## config.mk

```make
export PLATFORM = sky130hd
export DESIGN_NAME = rata_mr_monitor
export DESIGN_NICKNAME = d
export VERILOG_FILES = /design/src/rtl/rata_pkg.sv /design/src/rtl/rata_region_match.sv /design/src/rtl/rata_mr_monitor.sv
export SDC_FILE = /design/constraint.sdc
export NUM_CORES = 1
export LEC_CHECK = 0
export CORE_MARGIN = 1
export CORE_UTILIZATION = 27
export CTS_BUF_LIST = sky130_fd_sc_hd__clkbuf_16
export DETAILED_ROUTE_END_ITERATION = 12
export PLACE_DENSITY = 0.83
export SYNTH_ARGS = -nofsm -noshare
export SYNTH_HDL_FRONTEND = slang
export SYNTH_SLANG_ARGS = --single-unit
```

## constraint.sdc

```tcl
create_clock -name clk -period 1.8 [get_ports clk]
set_input_delay 0.54 -clock clk [delete_from_list [all_inputs] [get_ports clk]]
set_output_delay 0.54 -clock clk [all_outputs]
set_load 0.02 [all_outputs]
```

## src/rtl/rata_pkg.sv

```systemverilog
// rata_pkg: shared definitions for the multi-region RATA attestation monitor.
//   - rata_state_e : monitor FSM state encoding (IDLE/NOTMOD/MOD/RESET)
//   - VIOL_W       : width of the saturating tamper-event counter
//   - in_range()   : inclusive address-window test shared by the matchers
package rata_pkg;

  typedef enum logic [1:0] {
    IDLE   = 2'd0,
    NOTMOD = 2'd1,
    MOD    = 2'd2,
    RESET  = 2'd3
  } rata_state_e;

  localparam int VIOL_W = 8;
  localparam logic [VIOL_W-1:0] VIOL_MAX = {VIOL_W{1'b1}};

  // Operands are widened to 64 bits by the caller so one helper serves
  // every address width up to 64.
  function automatic logic in_range(input logic [63:0] addr,
                                    input logic [63:0] lo,
                                    input logic [63:0] hi);
    return (addr >= lo) && (addr <= hi);
  endfunction

endpackage

```

## src/rtl/rata_region_match.sv

```systemverilog
// rata_region_match: combinational write-address classifier.
// Ports:
//   wen     in   write strobe
//   waddr   in   write address
//   hit     out  write lands in at least one attested region
//   idx     out  lowest-numbered region that was hit (0 when no hit)
//   lmt_hit out  write lands in the protected LMT window
module rata_region_match
  import rata_pkg::*;
#(
  parameter int ADDR_W    = 32,
  parameter int N_REGIONS = 4,
  parameter int IDX_W     = 2,
  parameter logic [N_REGIONS*ADDR_W-1:0] AR_BASE  = '0,
  parameter logic [N_REGIONS*ADDR_W-1:0] AR_LIMIT = '0,
  parameter logic [ADDR_W-1:0] LMT_BASE  = '0,
  parameter logic [ADDR_W-1:0] LMT_LIMIT = '0
) (
  input  logic              wen,
  input  logic [ADDR_W-1:0] waddr,
  output logic              hit,
  output logic [IDX_W-1:0]  idx,
  output logic              lmt_hit
);

  // Scan from the highest region down so that the lowest-numbered hit
  // is the last assignment and therefore wins on overlapping regions.
  always_comb begin
    hit = 1'b0;
    idx = '0;
    for (int i = N_REGIONS - 1; i >= 0; i--) begin
      if (wen && in_range(64'(waddr),
                          64'(AR_BASE[i*ADDR_W +: ADDR_W]),
                          64'(AR_LIMIT[i*ADDR_W +: ADDR_W]))) begin
        hit = 1'b1;
        idx = IDX_W'(i);
      end
    end
    lmt_hit = wen && in_range(64'(waddr), 64'(LMT_BASE), 64'(LMT_LIMIT));
  end

endmodule

```

## src/rtl/rata_mr_monitor.sv

```systemverilog
// rata_mr_monitor: multi-region RATA attestation monitor.
// Watches the write bus for writes into attested regions (requesting a
// timestamped LMT update) and into the LMT window (forcing a held system
// reset that releases only once the CPU is back at the reset vector).
// Ports:
//   clk, rst   clock (rising edge) and asynchronous active-high reset
//   start      arms the monitor, honoured only in IDLE
//   pc         current program counter
//   wen, waddr memory write strobe and address
//   sys_reset  system reset request (registered)
//   set_lmt    one-cycle LMT update request
//   lmt_idx    region whose LMT entry is updated
//   lmt_ts     timestamp for that LMT entry
//   state      current FSM state
//   viol_cnt   saturating count of LMT tamper events
module rata_mr_monitor
  import rata_pkg::*;
#(
  parameter int ADDR_W    = 32,
  parameter int N_REGIONS = 4,
  parameter int TS_W      = 32,
  parameter logic [N_REGIONS*ADDR_W-1:0] AR_BASE  = '0,
  parameter logic [N_REGIONS*ADDR_W-1:0] AR_LIMIT = '0,
  parameter logic [ADDR_W-1:0] LMT_BASE  = '0,
  parameter logic [ADDR_W-1:0] LMT_LIMIT = '0,
  parameter logic [ADDR_W-1:0] RESET_VEC = '0,
  parameter int RST_HOLD  = 4,
  localparam int IDX_W    = (N_REGIONS > 1) ? $clog2(N_REGIONS) : 1
) (
  input  logic              clk,
  input  logic              rst,
  input  logic              start,
  input  logic [ADDR_W-1:0] pc,
  input  logic              wen,
  input  logic [ADDR_W-1:0] waddr,
  output logic              sys_reset,
  output logic              set_lmt,
  output logic [IDX_W-1:0]  lmt_idx,
  output logic [TS_W-1:0]   lmt_ts,
  output logic [1:0]        state,
  output logic [VIOL_W-1:0] viol_cnt
);

  localparam int HOLD_W = $clog2(RST_HOLD + 1);

  logic             ar_hit;
  logic [IDX_W-1:0] ar_idx;
  logic             lmt_hit;

  rata_state_e       state_q,     state_d;
  logic              sys_reset_q, sys_reset_d;
  logic              set_lmt_q,   set_lmt_d;
  logic [IDX_W-1:0]  lmt_idx_q,   lmt_idx_d;
  logic [TS_W-1:0]   lmt_ts_q,    lmt_ts_d;
  logic [TS_W-1:0]   ts_q,        ts_d;
  logic [VIOL_W-1:0] viol_q,      viol_d;
  logic [HOLD_W-1:0] hold_q,      hold_d;

  rata_region_match #(
    .ADDR_W    (ADDR_W),
    .N_REGIONS (N_REGIONS),
    .IDX_W     (IDX_W),
    .AR_BASE   (AR_BASE),
    .AR_LIMIT  (AR_LIMIT),
    .LMT_BASE  (LMT_BASE),
    .LMT_LIMIT (LMT_LIMIT)
  ) u_match (
    .wen     (wen),
    .waddr   (waddr),
    .hit     (ar_hit),
    .idx     (ar_idx),
    .lmt_hit (lmt_hit)
  );

  // Next-state logic. A tamper write always dominates an attested-region
  // write in the same cycle, and every tamper (including repeats while
  // already held in RESET) reloads the hold counter and bumps viol_cnt.
  always_comb begin
    state_d   = state_q;
    set_lmt_d = 1'b0;
    lmt_idx_d = lmt_idx_q;
    lmt_ts_d  = lmt_ts_q;
    viol_d    = viol_q;
    hold_d    = hold_q;
    ts_d      = ts_q + 1'b1;

    case (state_q)
      IDLE: begin
        if (start) state_d = NOTMOD;
      end
      NOTMOD, MOD: begin
        if (lmt_hit) begin
          state_d = RESET;
          hold_d  = HOLD_W'(RST_HOLD);
          viol_d  = (viol_q == VIOL_MAX) ? viol_q : viol_q + 1'b1;
        end else if (ar_hit) begin
          state_d   = MOD;
          set_lmt_d = 1'b1;
          lmt_idx_d = ar_idx;
          lmt_ts_d  = ts_q;
        end else begin
          state_d = NOTMOD;
        end
      end
      RESET: begin
        if (lmt_hit) begin
          hold_d = HOLD_W'(RST_HOLD);
          viol_d = (viol_q == VIOL_MAX) ? viol_q : viol_q + 1'b1;
        end else if ((hold_q == '0) && (pc == RESET_VEC)) begin
          state_d = NOTMOD;
        end else if (hold_q != '0) begin
          hold_d = hold_q - 1'b1;
        end
      end
      default: state_d = IDLE;
    endcase

    // sys_reset is registered alongside state so it tracks RESET exactly.
    sys_reset_d = (state_d == RESET);
  end

  always_ff @(posedge clk or posedge rst) begin
    if (rst) begin
      state_q     <= IDLE;
      sys_reset_q <= 1'b0;
      set_lmt_q   <= 1'b0;
      lmt_idx_q   <= '0;
      lmt_ts_q    <= '0;
      ts_q        <= '0;
      viol_q      <= '0;
      hold_q      <= '0;
    end else begin
      state_q     <= state_d;
      sys_reset_q <= sys_reset_d;
      set_lmt_q   <= set_lmt_d;
      lmt_idx_q   <= lmt_idx_d;
      lmt_ts_q    <= lmt_ts_d;
      ts_q        <= ts_d;
      viol_q      <= viol_d;
      hold_q      <= hold_d;
    end
  end

  assign sys_reset = sys_reset_q;
  assign set_lmt   = set_lmt_q;
  assign lmt_idx   = lmt_idx_q;
  assign lmt_ts    = lmt_ts_q;
  assign state     = state_q;
  assign viol_cnt  = viol_q;

endmodule

```

==> flow_summary_export.csv, run 1 <==
group,metric,value,unit
synth,synth_cells,128,
clocking,cts_max_level,1,
floorplanning,die_width,68.5,um
drt,drtAntennaViolNets,0,
synth,syn_area,1190,um^2
place,dp_hpwl,2760,um
power,intPower,0.000712,W
outcome,status,"finished, violations left",
finish,final_common_cell,"conb_1",
clocking,cts_buffers,3,
grt,grt_usage,13.8,%
synth,synthDistinctLibCells,32,
power,power_switching_share,24.9,%
setup_path,worstSetupStartpointType,"primary input",
place,dp_slack,-0.632,ns
place,placed_area,2030,um^2
drt,via_per_inst,4.41,
synth,yosys_warnings,0,
setup_path,r2r_start,"viol_cnt[1]$_DFFE_PP0P_",
drt,vias,1229,
floorplanning,start_util,29.0,%
timing,fin_crit_sh,101,%
timing,rsz0062_at_grt,"true",
synth,ys_seq_area_share,29.4,%
grt,grt_pass1_vias,1190,
clocking,tritoncts,"yes",
floorplanning,core_area,4120,um^2
drt,routed_wirelength,3370,um
timing,fin_crit,1.83,ns
power,pwr-share-comb,22.9,%
drt,wl_met1,1230,um
floorplanning,die_y,68.5,um
timing,slew_violations,0,
synth,postSynthAreaPerCell,9.32,um^2
place,numPortBuffers,78,
clocking,max-clock-path-buffers,2,
drt,wl_met3,245,um
power,power_switching,0.000236,W
power,clkPwrFrac,43.8,%
power,power.density,417,nW/um^2
setup_path,rrSetupSlack,0.07,ns
worst_hold_path,hold_path.class,"reg -> reg",
clocking,root_buffer,"clkbuf_16",
drt,dr.pass1.iters,3,
timing,timing.fmax,548,MHz
grt,grt_pass1_wl,4850,um
setup_path,r2r_end,"viol_cnt[1]$_DFFE_PP0P_",
drt,drcViolationCount,0,
grt,antenna_found_initial,0,
timing,layout_setup_ws,-0.0255,ns
power,total_power,0.000948,W
timing,worstMarginPinSlew,0.523,ns
drt,routed-wl-met2,1870,um
finish,final_cell_mix,"conb_1, dlygate4sd2_1, dlymetal6s2s_1",
finish,layout-drive-gt1-share,32.3,%
synth,synth_ff_type,"dfrtp_1",
timing,clock-skew-final,0.000912,ns
synth,async_reset_ff_share,100,%
setup_path,critPathMaxFanout,7,
run,cap_violations,0,
timing,fin_setup_tns,-0.0266,ns
power,power.leakage,1.28,nW
clocking,path_clk_slew,0.04,ns
worst_hold_path,min_from,"viol_cnt[6]$_DFFE_PP0P_",
timing,setup_viol,2,
power,ir_drop,593,uV
setup_path,required,1.92,ns
setup_path,end_kind,"flop",
floorplanning,fp.dieArea,4690,um^2
clocking,clock_latency,0.24,ns
grt,grt-ovfl-total,0,
drt,detail_route.iter0.violations,21,
grt,grt_max_degree,15,
finish,area_growth,90.8,%
setup_path,worstPathArrival,1.95,ns
finish,finalInstanceArea,2270,um^2
finish,antenna_cells,0,
power,share_seq_of_total_power,33.3,%
floorplanning,rows,23,
drt,wl_per_cell,12.1,um
synth,synth_edf_count,0,
worst_hold_path,whs_endpoint,"viol_cnt[6]$_DFFE_PP0P_",
timing,final-hold-violation-count,0,
worst_hold_path,hold_depth,1,
setup_path,path_class,"in -> reg",
place,place.gp.congestion,0.834,
clocking,cts_hold_buf,0,
floorplanning,io_pins,114,
setup_path,r2r_cells,6,
drt,routed.top_layer,"met4",
synth,ys_ff_latch,14,
outcome,violations,"negative setup slack",
finish,finalNetCount,303,
clocking,clock_sinks,14,
timing,relSlewSlack,65.1,%
-- repair_timing --
item | 4_1_cts | 5_1_grt
gates resized for setup | 115 | 45
pin swaps | 35 | 27
setup buffers | 4 | 3
endpoints found under the setup margin | 22 | 14
-- worst max-delay path by stage --
| stage | startpoint | endpoint | depth (start not counted) |
|---|---|---|---|
| after floorplan | viol_cnt[1]$_DFFE_PP0P_ | viol_cnt[1]$_DFFE_PP0P_ | 5 |
| after global placement | waddr[3] | viol_cnt[1]$_DFFE_PP0P_ | 6 |
| after detailed placement | waddr[3] | viol_cnt[1]$_DFFE_PP0P_ | 6 |
| after CTS | viol_cnt[0]$_DFFE_PP0P_ | viol_cnt[1]$_DFFE_PP0P_ | 6 |
| after global routing | waddr[21] | viol_cnt[1]$_DFFE_PP0P_ | 6 |
| final | waddr[29] | viol_cnt[1]$_DFFE_PP0P_ | 6 |
-- critical path, stage by stage --
cell	delay (ns)
clkbuf_2	0.08
or3_4	0.37
nand3b_1	0.21
nor4_4	0.28
buf_6	0.17
mux2_4	0.30
-- metrics by stage --
step	std cells	hold WS, ns	util [%]
floorplan	162	0.429	-
global placement	268	0.482	49.3
detailed placement	268	0.489	49.3
CTS	276	0.494	52.5
global route	279	0.536	55.3
finish	279	0.488	55.3
-- cell type report --
type                       instances  area [um^2]
fill                             394         1840
inverter                           7         26.3
clock buffer                       3         75.1
multi-input combinational        106          855
clock inverter                     1         3.75
sequential                        14          353
tap                               50         62.6
timing repair buffer              98          900
-- kinds of logic (layout without fill, tap and decap cells) --
| kind of cell | count (synthesis) | after routing | synth area share, % |
|---|---|---|---|
| other | 1 | 35 | 0.314 |
| muxes | 1 | 1 | 0.944 |
| DFF | 14 | 14 | 29.4 |
| and+or+nand+nor | 43 | 43 | 26.0 |
| AOI/OAI and AO/OA | 15 | 15 | 8.71 |
| adders and majority gates | 5 | 5 | 5.25 |
| buffers and inverters | 42 | 109 | 24.2 |
| xor gates and xnor gates | 7 | 7 | 5.14 |
-- registers in the layout, indices dropped and copies added (netlist names) --
signal and flops:
hold_q 3, state 2, sys_reset 1, viol_cnt 8
-- power groups by stage --
stage / clock [W] / sequential, W / combinational [W]
CTS: 0.000423 / 0.000316 / 0.000216
detailed placement: 0 / 0.000320 / 0.000234
global placement: 0 / 0.000320 / 0.000230
finish: 0.000415 / 0.000316 / 0.000217
floorplan: 0 / 0.000320 / 0.000138
global route: 0.000450 / 0.000315 / 0.000236
-- Yosys cell counts, types with 2 or more instances --
cell type / count / area, um^2
nor2_1: 3 / 11.3
inv_1: 7 / 26.3
nand3b_1: 2 / 15.0
and3_1: 3 / 18.8
xnor2_1: 6 / 52.6
buf_4: 35 / 263
ha_1: 5 / 62.6
nor4_2: 3 / 37.5
o21ai_0: 2 / 10.0
nand3_1: 2 / 10.0
nor4_4: 2 / 42.5
nand2b_1: 3 / 18.8
nor4_1: 11 / 68.8
nand4_1: 4 / 25.0
nand2_1: 6 / 22.5
a21oi_1: 3 / 15.0
o22ai_1: 3 / 18.8
dfrtp_1: 14 / 350
-- routing by layer --
metal / GRT usage, % / vias to the layer above
met5: 0 / -
met2: 27.2 / 53
met4: 3.65 / 0
li1: - / 595
met1: 14.5 / 579
met3: 3.00 / 2
No activity file was read; power rests on OpenSTA's default activity.
==> run 2, diff against run 1 <==
Settings changed: CORE_UTILIZATION 27 to 30, PLACE_DENSITY 0.83 to 0.87.
Clock period 1.8 ns to 1.7 ns, I/O delays scaled along.
==> run 2 against run 1 <==
The run still ends with negative setup slack left. Clock skew increased by 0.0028 ns. Worst hold slack improved by 0.025 ns. Die area decreased by 9.7%. Flip-flop and latch count unchanged. Critical path depth unchanged. Global-route usage increased by 2.5 points. Final area decreased by 2.4%. Sequential power increased by 6%. Final cell count decreased by 1.8%. Worst setup slack got worse by 0.12 ns. Largest power group unchanged.
==> flow_summary_export.csv, run 2 (synthesis results as in run 1) <==
group,metric,value,unit
outcome,status,"finished, violations left",
outcome,violations,"negative setup slack",
finish,final_cell_mix,"conb_1, dlygate4sd2_1, buf_4",
timing,setup_viol,8,
setup_path,end_kind,"flop",
clocking,path_clk_slew,0.05,ns
clocking,clock_latency,0.25,ns
drt,drtAntennaViolNets,0,
drt,wl_per_cell,12.3,um
worst_hold_path,hold_path.class,"reg -> reg",
setup_path,worstSetupStartpointType,"primary input",
setup_path,path_cells,"buf_6 -> or3_4 -> nand3b_1 -> nor4_4 -> buf_4 -> mux2_4",
floorplanning,rows,22,
place,dp_hpwl,2610,um
finish,area_growth,86.3,%
drt,drcViolationCount,0,
finish,largest_reg_flops,8,
power,total_power,0.00101,W
clocking,clock_sinks,14,
grt,grt_pass1_vias,1222,
finish,finalNetCount,300,
clocking,cts_max_level,1,
drt,dr.pass1.iters,4,
drt,vias,1219,
setup_path,path_class,"in -> reg",
floorplanning,io_pins,114,
grt,grt_max_degree,15,
timing,fin_crit_sh,108,%
drt,detail_route.iter0.violations,22,
grt,grt_usage,16.3,%
drt,via_per_inst,4.45,
setup_path,slowest_stage,"or3_4",
finish,layout-drive-gt1-share,33.6,%
power,power.leakage,1.17,nW
drt,routed_wirelength,3370,um
floorplanning,start_util,31.9,%
setup_path,required,1.83,ns
clocking,root_buffer,"clkbuf_16",
timing,rsz0062_at_grt,"true",
floorplanning,die_y,65.0,um
floorplanning,die_width,65.0,um
clocking,tritoncts,"yes",
setup_path,slowest_delay,0.38,ns
grt,antenna_found_initial,0,
power,ir_drop,281,uV
place,dp_slack,-0.785,ns
setup_path,critPathMaxFanout,2,
clocking,max-clock-path-buffers,2,
grt,grt_pass1_wl,5110,um
finish,antenna_cells,0,
place,numPortBuffers,78,
power,power.density,457,nW/um^2
timing,timing.fmax,543,MHz
place,place.gp.congestion,0.772,
finish,final_common_cell,"conb_1",
setup_path,worstPathArrival,1.97,ns
clocking,cts_buffers,3,
timing,slew_violations,0,
floorplanning,core_area,3740,um^2
run,cap_violations,0,
timing,clock-skew-final,0.00371,ns
grt,grt-ovfl-total,0,
timing,fin_crit,1.84,ns
timing,layout_setup_ws,-0.140,ns
floorplanning,fp.dieArea,4230,um^2
timing,final-hold-violation-count,0,
==> run 2: layer usage <==
layer | part of all wire, % | up-vias | global-route usage [%]
met5 | 0 | - | 0
met4 | 2.1 | 0 | 7.88
met3 | 7.1 | 7 | 4.40
met2 | 55 | 66 | 31.3
met1 | 35 | 562 | 15.9
li1 | - | 584 | -
==> run 2: power by group <==
part	leakage [nW]	switching (W)	internal, W
clock network	0.0385	0.000139	0.000311
registers	0.180	0.00000000000115	0.000334
logic	0.955	0.000125	0.000104
total	1.17	0.000264	0.000750
==> run 2: worst paths after layout <==
kind	startpoint	end	slack (ns)	depth (start not counted)
min in group asynchronous	rst	state[1]$_DFF_PP0_	0.56	3
hold reg to reg	viol_cnt[6]$_DFFE_PP0P_	viol_cnt[6]$_DFFE_PP0P_	0.51	1
setup / recovery	waddr[29]	viol_cnt[1]$_DFFE_PP0P_	-0.14	6
max in group asynchronous	rst	viol_cnt[7]$_DFFE_PP0P_	0.97	3
hold / removal	viol_cnt[6]$_DFFE_PP0P_	viol_cnt[6]$_DFFE_PP0P_	0.51	1
setup reg to reg	viol_cnt[0]$_DFFE_PP0P_	viol_cnt[1]$_DFFE_PP0P_	-0.06	6
==> run 2: worst max-delay path: cells and delay by family <==
kind	cells	cell delay, ns
buffers and inverters	2	0.25
and+or+nand+nor	3	0.92
muxes	1	0.29
==> run 2: repair_timing <==
item,CTS,global route
endpoints found under the setup margin,23,13
resized for setup,124,54
pin swaps,37,31
gates cloned,0,0
setup buffers,3,1
hold buffers,0,0
==> run 2: final cells by class <==
| type | instances | area [um^2] |
|---|---|---|
| multi-input combinational | 106 | 893 |
| fill | 339 | 1520 |
| tap | 48 | 60.1 |
| inverter | 7 | 26.3 |
| timing repair buffer | 95 | 812 |
| sequential | 14 | 350 |
| clock inverter | 1 | 3.75 |
| clock buffer | 3 | 75.1 |
==> run 2: through the flow <==
| stage | area (um^2) | utilization [%] | std cells | hold slack, ns | TNS, ns |
|---|---|---|---|---|---|
| after floorplan | 1350 | - | 162 | 0.399 | -2.06 |
| after global placement | 2030 | 54.1 | 266 | 0.494 | -8.05 |
| after detailed placement | 2030 | 54.1 | 266 | 0.509 | -8.53 |
| after CTS | 2120 | 56.6 | 273 | 0.511 | -0.964 |
| after global routing | 2220 | 59.3 | 274 | 0.541 | -1.46 |
| final | 2220 | 59.3 | 274 | 0.512 | -0.755 |
==> run 3, diff against run 2 <==
Settings changed: SKIP_LAST_GASP set to 1.
==> results of run 3 <==
Final layout, timing and power as in run 2 (identical DEF).
